`config.mk`:
```
export PLATFORM = sky130hd
export DESIGN_NAME = theta_tracker
export DESIGN_NICKNAME = d
export VERILOG_FILES = /design/src/rtl/theta_pkg.sv /design/src/rtl/theta_tracker_ir_debounce.sv /design/src/rtl/theta_tracker.sv
export SDC_FILE = /design/constraint.sdc
export NUM_CORES = 1
export LEC_CHECK = 0
export BUFFER_PORTS_ARGS = -buffer_cell sky130_fd_sc_hd__buf_2
export CAP_MARGIN = 15
export CORE_MARGIN = 5
export CORE_UTILIZATION = 50
export CTS_BUF_LIST = sky130_fd_sc_hd__clkbuf_8
export DETAILED_ROUTE_END_ITERATION = 6
export PLACE_DENSITY_LB_ADDON = 0.2
export SLEW_MARGIN = 25
export SYNTH_ARGS = -nofsm -noshare
export SYNTH_HDL_FRONTEND = slang
export SYNTH_SLANG_ARGS = --single-unit
export TNS_END_PERCENT = 10
```
`constraint.sdc`:
```
create_clock -name clk_in -period 8.4 [get_ports clk_in]
set_clock_uncertainty 0.05 [all_clocks]
set_input_delay 0.84 -clock clk_in [delete_from_list [all_inputs] [get_ports clk_in]]
set_output_delay 0.84 -clock clk_in [all_outputs]
set_load 0.02 [all_outputs]
```
`src/rtl/theta_pkg.sv`:
```
// theta_tracker shared types: tracker states and angle-width helper.
// Optional THETA_PERIOD_AVG_EN build smooths the revolution period.
package theta_pkg;

    typedef enum logic [1:0] {
        IDLE,
        MEASURE,
        LOCKED
    } state_e;

    function automatic int res_w(input int res);
        return (res > 1) ? $clog2(res) : 1;
    endfunction

endpackage

```
`src/rtl/theta_tracker_ir_debounce.sv`:
```
// IR index front end: 2-flop synchronizer, stable-count debounce
// and rising-edge pulse of the filtered level.
module ir_debounce
    import theta_pkg::*;
#(
    parameter int DEBOUNCE_CYCLES = 1000
) (
    input  logic clk_in,
    input  logic rst_in,
    input  logic ir_raw,
    output logic level,
    output logic rise
);

    localparam int CW =
        (DEBOUNCE_CYCLES > 1) ? $clog2(DEBOUNCE_CYCLES) : 1;
    localparam logic [CW-1:0] CNT_MAX = CW'(DEBOUNCE_CYCLES - 1);

    logic          sync1_q;
    logic          sync2_q;
    logic          level_q;
    logic          level_d;
    logic          rise_q;
    logic          rise_d;
    logic [CW-1:0] cnt_q;
    logic [CW-1:0] cnt_d;

    // any sample equal to the filtered level restarts the count
    always_comb begin
        level_d = level_q;
        rise_d  = 1'b0;
        cnt_d   = '0;
        if (sync2_q != level_q) begin
            if (cnt_q == CNT_MAX) begin
                level_d = sync2_q;
                rise_d  = sync2_q;
            end else begin
                cnt_d = cnt_q + CW'(1);
            end
        end
    end

    always_ff @(posedge clk_in) begin
        if (rst_in) begin
            sync1_q <= 1'b0;
            sync2_q <= 1'b0;
            level_q <= 1'b0;
            rise_q  <= 1'b0;
            cnt_q   <= '0;
        end else begin
            sync1_q <= ir_raw;
            sync2_q <= sync1_q;
            level_q <= level_d;
            rise_q  <= rise_d;
            cnt_q   <= cnt_d;
        end
    end

    assign level = level_q;
    assign rise  = rise_q;

endmodule

```
`src/rtl/theta_tracker.sv`:
```
// Rotor angle tracker: IR index -> lock/stall FSM -> offset angle.
// Define THETA_PERIOD_AVG_EN for IIR-smoothed revolution period.
module theta_tracker
    import theta_pkg::*;
#(
    parameter int COUNT_WIDTH     = 27,
    parameter int ROTATIONAL_RES  = 1024,
    parameter int DEBOUNCE_CYCLES = 1000,
    parameter int STALL_CYCLES    = 50_000_000,
    parameter int AVG_LOG2        = 3
) (
    input  logic                              clk_in,
    input  logic                              rst_in,
    input  logic                              ir_tripped,
    input  logic [res_w(ROTATIONAL_RES)-1:0]  theta_offset,
    output logic [res_w(ROTATIONAL_RES)-1:0]  dtheta,
    output logic                              dtheta_valid,
    output logic                              theta_step,
    output logic                              index_pulse,
    output logic [COUNT_WIDTH-1:0]            period,
    output logic                              stalled
);

    localparam int RW = res_w(ROTATIONAL_RES);
    localparam int CW = COUNT_WIDTH;
    localparam logic [CW-1:0] STALL_AT = CW'(STALL_CYCLES - 1);

    state_e        state_q;
    state_e        state_d;
    logic [CW-1:0] theta_q;
    logic [CW-1:0] theta_d;
    logic [CW-1:0] period_q;
    logic [CW-1:0] period_d;
    logic [CW-1:0] period_upd;
    logic [CW-1:0] cp_q;
    logic [CW-1:0] cp_d;
    logic [CW-1:0] acnt_q;
    logic [CW-1:0] acnt_d;
    logic [RW-1:0] angle_q;
    logic [RW-1:0] angle_d;
    logic [RW-1:0] dtheta_q;
    logic [RW-1:0] dtheta_d;
    logic          valid_q;
    logic          valid_d;
    logic          step_q;
    logic          step_d;
    logic          index_q;
    logic          stalled_q;
    logic          stalled_d;
    logic          ir_rise;
    logic          unused_ir_level;

    ir_debounce #(
        .DEBOUNCE_CYCLES(DEBOUNCE_CYCLES)
    ) u_debounce (
        .clk_in(clk_in),
        .rst_in(rst_in),
        .ir_raw(ir_tripped),
        .level (unused_ir_level),
        .rise  (ir_rise)
    );

`ifdef THETA_PERIOD_AVG_EN
    logic signed [CW:0] avg_diff;
    logic signed [CW:0] avg_step;
    logic               unused_avg_msb;

    always_comb begin
        avg_diff = $signed({1'b0, theta_q}) - $signed({1'b0, period_q});
        avg_step = avg_diff >>> AVG_LOG2;
        period_upd = period_q + avg_step[CW-1:0];
    end

    assign unused_avg_msb = avg_step[CW];
`else
    logic unused_avg;

    assign unused_avg = (AVG_LOG2 < 0);
    assign period_upd = theta_q;
`endif

    always_comb begin
        state_d   = state_q;
        theta_d   = (&theta_q) ? theta_q : theta_q + CW'(1);
        period_d  = period_q;
        angle_d   = angle_q;
        acnt_d    = acnt_q;
        step_d    = 1'b0;
        stalled_d = stalled_q;
        if (index_q) begin
            theta_d   = '0;
            angle_d   = '0;
            acnt_d    = '0;
            step_d    = 1'b1;
            stalled_d = 1'b0;
            unique case (1'b1)
                (state_q == IDLE): state_d = MEASURE;
                (state_q == MEASURE): begin
                    state_d  = LOCKED;
                    period_d = theta_q;
                end
                (state_q == LOCKED): period_d = period_upd;
                default: state_d = IDLE;
            endcase
        end else if (theta_q == STALL_AT) begin
            state_d   = IDLE;
            stalled_d = 1'b1;
            angle_d   = '0;
            acnt_d    = '0;
        end else if (state_q == LOCKED) begin
            // angle saturates; only an index brings it back to 0
            if (acnt_q == cp_q - CW'(1)) begin
                acnt_d = '0;
                if (angle_q != '1) begin
                    angle_d = angle_q + RW'(1);
                    step_d  = 1'b1;
                end
            end else begin
                acnt_d = acnt_q + CW'(1);
            end
        end
    end

    always_comb begin
        cp_d = period_d >> RW;
        if (cp_d == '0) begin
            cp_d = CW'(1);
        end
    end

    assign dtheta_d = angle_q + theta_offset;
    assign valid_d  = (state_d == LOCKED);

    always_ff @(posedge clk_in) begin
        if (rst_in) begin
            state_q   <= IDLE;
            theta_q   <= '0;
            period_q  <= '0;
            cp_q      <= CW'(1);
            acnt_q    <= '0;
            angle_q   <= '0;
            dtheta_q  <= '0;
            valid_q   <= 1'b0;
            step_q    <= 1'b0;
            index_q   <= 1'b0;
            stalled_q <= 1'b0;
        end else begin
            state_q   <= state_d;
            theta_q   <= theta_d;
            period_q  <= period_d;
            cp_q      <= cp_d;
            acnt_q    <= acnt_d;
            angle_q   <= angle_d;
            dtheta_q  <= dtheta_d;
            valid_q   <= valid_d;
            step_q    <= step_d;
            index_q   <= ir_rise;
            stalled_q <= stalled_d;
        end
    end

    assign dtheta       = dtheta_q;
    assign dtheta_valid = valid_q;
    assign theta_step   = step_q;
    assign index_pulse  = index_q;
    assign period       = period_q;
    assign stalled      = stalled_q;

endmodule

```
Word-level counts from Yosys, hierarchy flattened. Index checks and enable logic that the tools add are counted.

Register bits after elaboration: 148.

$add $sub $neg: 6. Eq/ne operators: 8. Mux-type cells: 11. Bitwise operators: 2. Reduce and logical (&&, ||, !) cells: 12.

Operator list (number): $mux 27 (3); $add 27x1->27 const B (2); $eq 27x26->1 const B (1); $eq 27x27->1 (1); $logic_not 27->1 (1); $reduce_and 27->1 (1); $sub 27x1->27 const B (1); $add 10x1->10 const B (2); $add 10x10->10 (1); $eq 10x10->1 const B (1); $ne 10x10->1 const B (1); $reduce_or 3->1 (3); $pmux 2 s3 (1); $reduce_or 2->1 (3); $mux 1 (5); $eq 2x2->1 const B (2); $mux 2 (2); $reduce_and 2->1 (2); $reduce_and 3->1 (1); $eq 2x1->1 const B (1); $logic_not 2->1 (1); $not 1->1 (2); $ne 1x1->1 (1).

Depth between registers and ports, before layout. Gate-level depths: netlist (run 1).

Depth after elaboration: 6. Depth in mapped cells: 11. Depth with buffers taken out: 10.

By module. From an unflattened synthesis (run 1), not the netlist that was laid out.

Cells, all modules: 760. Area, all modules: 6517.5 µm².

Modules (own cells, without submodules): theta_tracker (times used 1, cells an instance 698, area an instance 5893.2 µm²); ir_debounce (times used 1, cells an instance 62, area an instance 624.3 µm²).

Worst setup path before layout (run 1). Ideal clock, no wire load.

Path type: register -> register. Start: register cp_q[0]. End: register acnt_q[0]. Library setup time: 0.117 ns. Data arrival time: 2.949 ns. Path slack: 5.283 ns. Stages on the path, launching flop included: 12. Path buffers: 2. Cell sequence: dfxtp_1 > inv_1 > ha_1 > or4b_2 > nor4_1 > xnor2_1 > nand4_1 > or4_4 > buf_6 > o31ai_4 > buf_2 > nor2_1.

Longest elaborated chain between the ends: 3.

RTL lines: from (decl) (line theta_tracker.sv:35) `logic [CW-1:0] cp_q;`; from (signal assigned) (line theta_tracker.sv:151) `cp_q <= cp_d;`; $sub 27x1->27 (line theta_tracker.sv:112) `if (acnt_q == cp_q - CW'(1)) begin`; $eq 27x27->1 (line theta_tracker.sv:112); $mux 27 (line theta_tracker.sv:112); to (signal assigned) (line theta_tracker.sv:152) `acnt_q <= acnt_d;`; to (decl) (line theta_tracker.sv:37) `logic [CW-1:0] acnt_q;`.

No other way between the ends. A chain may end at the register's enable or synchronous reset.

Worst setup path in the final report (run 1).
Start: register cp_q[0]. End: register acnt_q[11].

Same word-level chain as after synthesis.

==> results of run 1 <==
path summary, 6_finish.rpt:
check                      to  slack, ns             from  depth (start not counted)
setup / recovery   acnt_q[11]       4.46          cp_q[0]                          9
hold / removal    index_pulse       0.40  u_debounce.rise                          1
setup reg to reg   acnt_q[11]       4.46          cp_q[0]                          9
hold reg to reg   index_pulse       0.40  u_debounce.rise                          1
worst max-delay path, stage by stage (launching register included):
cell	delay (ns)
dfxtp_1	0.36
inv_1	0.07
ha_1	0.27
nor4b_1	0.64
nand4_1	0.30
nor4_1	0.39
o211ai_1	0.13
or4_4	0.63
o31ai_4	0.82
nor2_1	0.12
cell type report:
cell class | instances | area [um2]
fill | 1185 | 5446
multi-input combinational | 575 | 3478
sequential | 138 | 2763
timing repair buffer | 55 | 280.3
clock buffer | 19 | 261.5
tap | 172 | 215.2
clock inverter | 13 | 143.9
inverter | 22 | 82.58
cell usage in the layout (no fill, tap or decap), types with 5 or more instances in the layout:
master / count
inv_1: 23
o31ai_1: 8
and4_1: 5
a21oi_1: 65
or4_1: 10
nand3_1: 28
nor4_1: 22
and2_1: 10
nand2_1: 103
nor2b_1: 8
buf_2: 53
dfxtp_1: 138
nor2_1: 84
xor2_1: 34
o21ai_0: 10
and3_1: 14
nand4_1: 23
ha_1: 16
clkbuf_8: 19
xnor2_1: 49
nor3_1: 21
mux2i_1: 7
or3_1: 8
per-stage QoR:
stage / cells / hold slack, ns / setup slack (ns) / cell area, um2
2_1_floorplan: 770 / 0.3632 / 5.283 / 6479
3_3_place_gp: 962 / 0.3716 / 4.797 / 6817
3_5_place_dp: 962 / 0.3851 / 4.538 / 6817
4_1_cts: 994 / 0.4080 / 4.502 / 7222
5_1_grt: 994 / 0.4224 / 4.081 / 7224
6_report: 994 / 0.4001 / 4.463 / 7224
routing by layer:
metal,up-vias,routed length [um],global-route usage,part of all wire
met5,-,0,0,0
met4,0,320,0.08235,0.022
met3,24,599,0.05586,0.041
met2,98,7111,0.3319,0.48
met1,2557,6675,0.2548,0.45
li1,2759,-,-,-
registers in the layout, indices dropped and copies added (netlist names), 2 cells and up:
signal and count:
acnt_q 27, cp_q 17, state_q 2, dtheta 10
period 27, u_debounce.cnt_q 10, period_upd 27, angle_q 10
cells by family (layout without fill, tap and decap cells):
logic type	count (synthesis)	in the layout	synth area share
AND/OR/NAND/NOR	358	358	0.2758
buffers and inverters	57	109	0.03708
multiplexers	7	7	0.01082
flip-flops	138	138	0.4264
XOR/XNOR	83	83	0.1122
adder cells (fa/ha/maj)	17	17	0.03399
AO/OA/AOI/OAI	110	110	0.1037
power by group:
part / switching, mW / internal, mW / total, mW
Combinational: 0.0210 / 0.0102 / 0.0313
Sequential: 0.00263 / 0.658 / 0.661
Clock: 0.268 / 0.281 / 0.549
==> reports/results.txt, run 1 <==
Run status: finished clean
Most numerous cell in the Yosys netlist: dfxtp_1
Slew HR: 0.3487
Prevailing post-synth register cell: dfxtp_1
Hold Vio Cnt, Final: 0
Synth area leader: dfxtp_1
Post-DRT Antenna Nets: 0
EDFF count, synth: 0
Ranking of synthesized cells by area: dfxtp_1 (43%), xnor2_1 (6.6%), nand2_1 (6.0%)
Worst vdd ir: 0.1231 mV
Crit share post-route: 0.4687
Post-synthesis cell type count: 58
Commonest cells post-synth: dfxtp_1 (138), nand2_1 (104), nor2_1 (84), a21oi_1 (65), xnor2_1 (49)
Nets@finish: 839
RSZ-0062 raised after global routing: false
Postcts setup bufs: 0
CP endpoint kind: register
Via count: 5438
Layout Utilization: 0.5702
Least-Margin Pin Slew: 0.9769 ns
Share of layout cells above drive strength 1: 0.1253
Post-DP HPWL: 10630 um
Critical Path Source Type: register
Worst hold path type: register to register
Antenna cells: 0
Total track usage: 0.2036
Syn-to-layout area delta: 11.51%
Crit path kind: register to register
Worst-Skew Late Latency: 0.46 ns
I/O pins: 54
Cell Area, Synth: 6479 um2
Initial antenna violation count: 0
Initial Util: 0.5113
Clock transition at the registers of the reported paths: 0.08 ns
Clock buffer depth: 2
RD Place Congestion: 0.9103
First-pass GRT wire length: 24920 um
Post-Syn Instances: 770
Max-slew violations: 0
Die ar.: 15330 um2
CORE AREA: 12670 um2
Clock Sinks: 138
Post-synthesis sequential area ratio: 0.4264
DR DRC count: 0
Syn Nets: 800
Power Density: 171.7 nW/um2
Post-Route Setup TNS: 0 ns
Total Power: 1.241 mW
Pin count of the biggest net entering global routing: 66
Port bufs: 53
Max Cap Viol: 0
Avg Cell Area, Syn: 8.414 um2
Root Buffer: clkbuf_8
WP data arrival: 4.19 ns
Final setup vio count: 0
Height of the die: 123.8 um
Overflow after GRT: 0
Total CTS buffers: 17
Vias in the first global route: 5289
Fmax: 254.0 MHz
Yosys reg bits: 138
CP required: 8.66 ns
Top-area cell type share of the netlist area: 0.4264
Crit path max fanout: 26
Resize count post-CTS: 0
Hold buffer count at cts: 0
Leak: 2.695 nW
Vias per cell: 5.471
H-tree levels: 4
TritonCTS clock tree: done
DR WL/cell: 14.79 um
Synth async-reset ratio: 0
First drt pass iteration count: 5
Die Width: 123.8 um
Yosys warns: 0
Iteration-0 DRC Markers: 315
Min cycle time layout: 3.937 ns
Row count: 41
DRT Wirelength: 14710 um
(Power assumes the default switching activity.)
==> inputs of run 2 (changes only) <==
- ABC_AREA: unset -> 1
- clock period: 8.4 -> 3.2 ns (I/O delays scaled with it)
==> run 2 against run 1 <==
  * Synthesized area up 17%
  * Clock power rose to 2.5 times the previous value
  * Register-to-register slack worse by 3.8 ns
  * Combinational power rose to 2.8 times the previous value
  * Largest cell class unchanged
  * Largest power group unchanged
==> reports/results.txt, run 2 <==
Run status: finished clean
Syn Nets: 1115
Most frequent cells in the layout: nand2_1 (230), nor2_1 (154), dfxtp_1 (138), inv_1 (128), nand3_1 (61)
First drt pass iteration count: 5
DRT Wirelength: 19530 um
Yosys warns: 0
RD Place Congestion: 0.9746
Via count: 7071
Port bufs: 53
Die Width: 133.0 um
DR DRC count: 0
Crit-path max cell delay: 0.40 ns
Setup crit end: acnt_q[23]
Leak: 3.714 nW
Multi-input gate area: 4208 um2
Register Area: 2763 um2
Post-Syn Instances: 1085
Post-synthesis sequential area ratio: 0.3651
DR WL/cell: 14.54 um
Max Cap Viol: 0
Initial antenna violation count: 0
Post-synthesis cell type count: 46
Commonest cells post-synth: nand2_1 (230), nor2_1 (154), dfxtp_1 (138), inv_1 (126), nand3_1 (61)
Prevailing post-synth register cell: dfxtp_1
Total CTS buffers: 17
Crit-path slowest cell: nand2_2
# fillers: 1485
Min cycle time layout: 2.543 ns
Clock buffer depth: 2
Height of the die: 133.0 um
Fmax: 393.2 MHz
I/O pins: 54
Post-DRT Antenna Nets: 0
Synth area leader: dfxtp_1
EDFF count, synth: 0
Critical Path Source Type: register
Power Density: 381.6 nW/um2
Cells along the critical path: inv_1, ha_1, inv_2, nor2_8, nand3_4, nand2_1, nand2_1, nor2_1, nand2_1, nor2_1, nand4_1, nand2_2, nor2_1
Top-area cell type share of the netlist area: 0.3651
R2r startpoint: cp_q[0]
CP Launch Point: cp_q[0]
Dpl cells: 1312
Final hold slack: 0.05967 ns
Nets@finish: 1173
Clock Sinks: 138
WP data arrival: 2.82 ns
Share of layout cells above drive strength 1: 0.1170
Row count: 45
Worst-Skew Late Latency: 0.45 ns
RSZ-0062 raised after global routing: false
Die ar.: 17690 um2
Post-Route Setup TNS: 0 ns
Vias per cell: 5.265
First-pass GRT wire length: 32180 um
Fin cells: 1343
Hold Vio Cnt, Final: 0
Yosys reg bits: 138
CP required: 3.48 ns
CP top delay family: simple AND/OR/NAND/NOR gates
Ranking of synthesized cells by area: dfxtp_1 (37%), nand2_1 (11%), nor2_1 (7.6%)
Hold buffer count at cts: 0
Pin count of the biggest net entering global routing: 42
Worst hold path type: primary input to register
Commonest non-fill, non-tap cell in the layout: nand2_1
Layout Utilization: 0.5575
Syn-to-layout area delta: 10.75%
Final setup vio count: 0
Most numerous cell in the Yosys netlist: nand2_1
Postcts setup bufs: 0
Reg2reg path depth: 13
Avg Cell Area, Syn: 6.974 um2
Synth async-reset ratio: 0
Least-Margin Pin Slew: 0.6642 ns
Clock transition at the registers of the reported paths: 0.07 ns
Max-slew violations: 0
Resize count post-CTS: 0
Post-DP HPWL: 15400 um
Reg2reg end: acnt_q[23]
Root Buffer: clkbuf_8
Crit path max fanout: 24
TritonCTS clock tree: done
Cell Area, Synth: 7567 um2
Final critical-path setup slack: 0.6570 ns
CP endpoint kind: register
Crit path kind: register to register
Worst vdd ir: 0.2512 mV
Overflow after GRT: 0
Vias in the first global route: 6619
Initial Util: 0.5034
Crit share post-route: 0.7947
Buf/Inv on CP: 2
H-tree levels: 4
Total track usage: 0.2231
CORE AREA: 15030 um2
Place WS: 0.6442 ns
Worst reg-to-reg setup slack: 0.66 ns
CP Depth: 13
Min-Delay Startpoint: ir_tripped
Iteration-0 DRC Markers: 383
Slew HR: 0.5531
==> run 2: worst register-to-register path, cell delays in order, from the launching register on <==
cell and delay [ns]:
dfxtp_1 0.31, inv_1 0.12, ha_1 0.31, inv_2 0.12, nor2_8 0.17, nand3_4 0.13, nand2_1 0.13, nand2_1 0.06
nor2_1 0.13, nand2_1 0.08, nor2_1 0.15, nand4_1 0.18, nand2_2 0.40, nor2_1 0.10
==> run 2: worst min-delay path by stage <==
stage                               to  slack (ns)  cells past startpoint
floorplan                  index_pulse        0.34                      2
global placement           index_pulse        0.34                      2
detailed placement         index_pulse        0.35                      2
CTS                 u_debounce.sync1_q        0.05                      3
global route        u_debounce.sync1_q        0.05                      3
finish              u_debounce.sync1_q        0.06                      3
==> run 2: power by group <==
group,internal [mW],leakage [nW],switching [mW]
Combinational,0.0265,2.40,0.0621
Sequential,1.73,1.11,0.00539
Clock,0.733,0.199,0.643
==> run 2: cells by family after synthesis <==
logic type	Yosys count	synth area share
adder cells (fa/ha/maj)	17	0.02910
buffers and inverters	150	0.07887
flip-flops	138	0.3651
XOR/XNOR	45	0.05208
AO/OA/AOI/OAI	129	0.08945
multiplexers	5	0.006614
AND/OR/NAND/NOR	601	0.3788
==> run 2: routing by layer <==
layer | vias up | wire [um] | GRT usage
li1 | 3668 | - | -
met1 | 3206 | 8732 | 0.2809
met2 | 149 | 9221 | 0.3654
met3 | 48 | 900 | 0.05247
met4 | 0 | 675 | 0.09584
met5 | - | 0 | 0
==> run 2: metrics by stage <==
step	area [um2]	power, mW
after floorplan	7567	1.832
after global placement	8000	1.862
after detailed placement	8000	1.862
after CTS	8378	3.216
after global routing	8378	3.322
final	8381	3.198
==> run 2: cell type report <==
class,count,share of cell area
clock inverters,10,0.01224
clock buffers,20,0.03285
inverters,131,0.05867
flip-flops and latches,138,0.3297
diodes,1,0.0002986
multi-input cells,797,0.5021
repair buffers,58,0.03613
well taps,188,0.02807
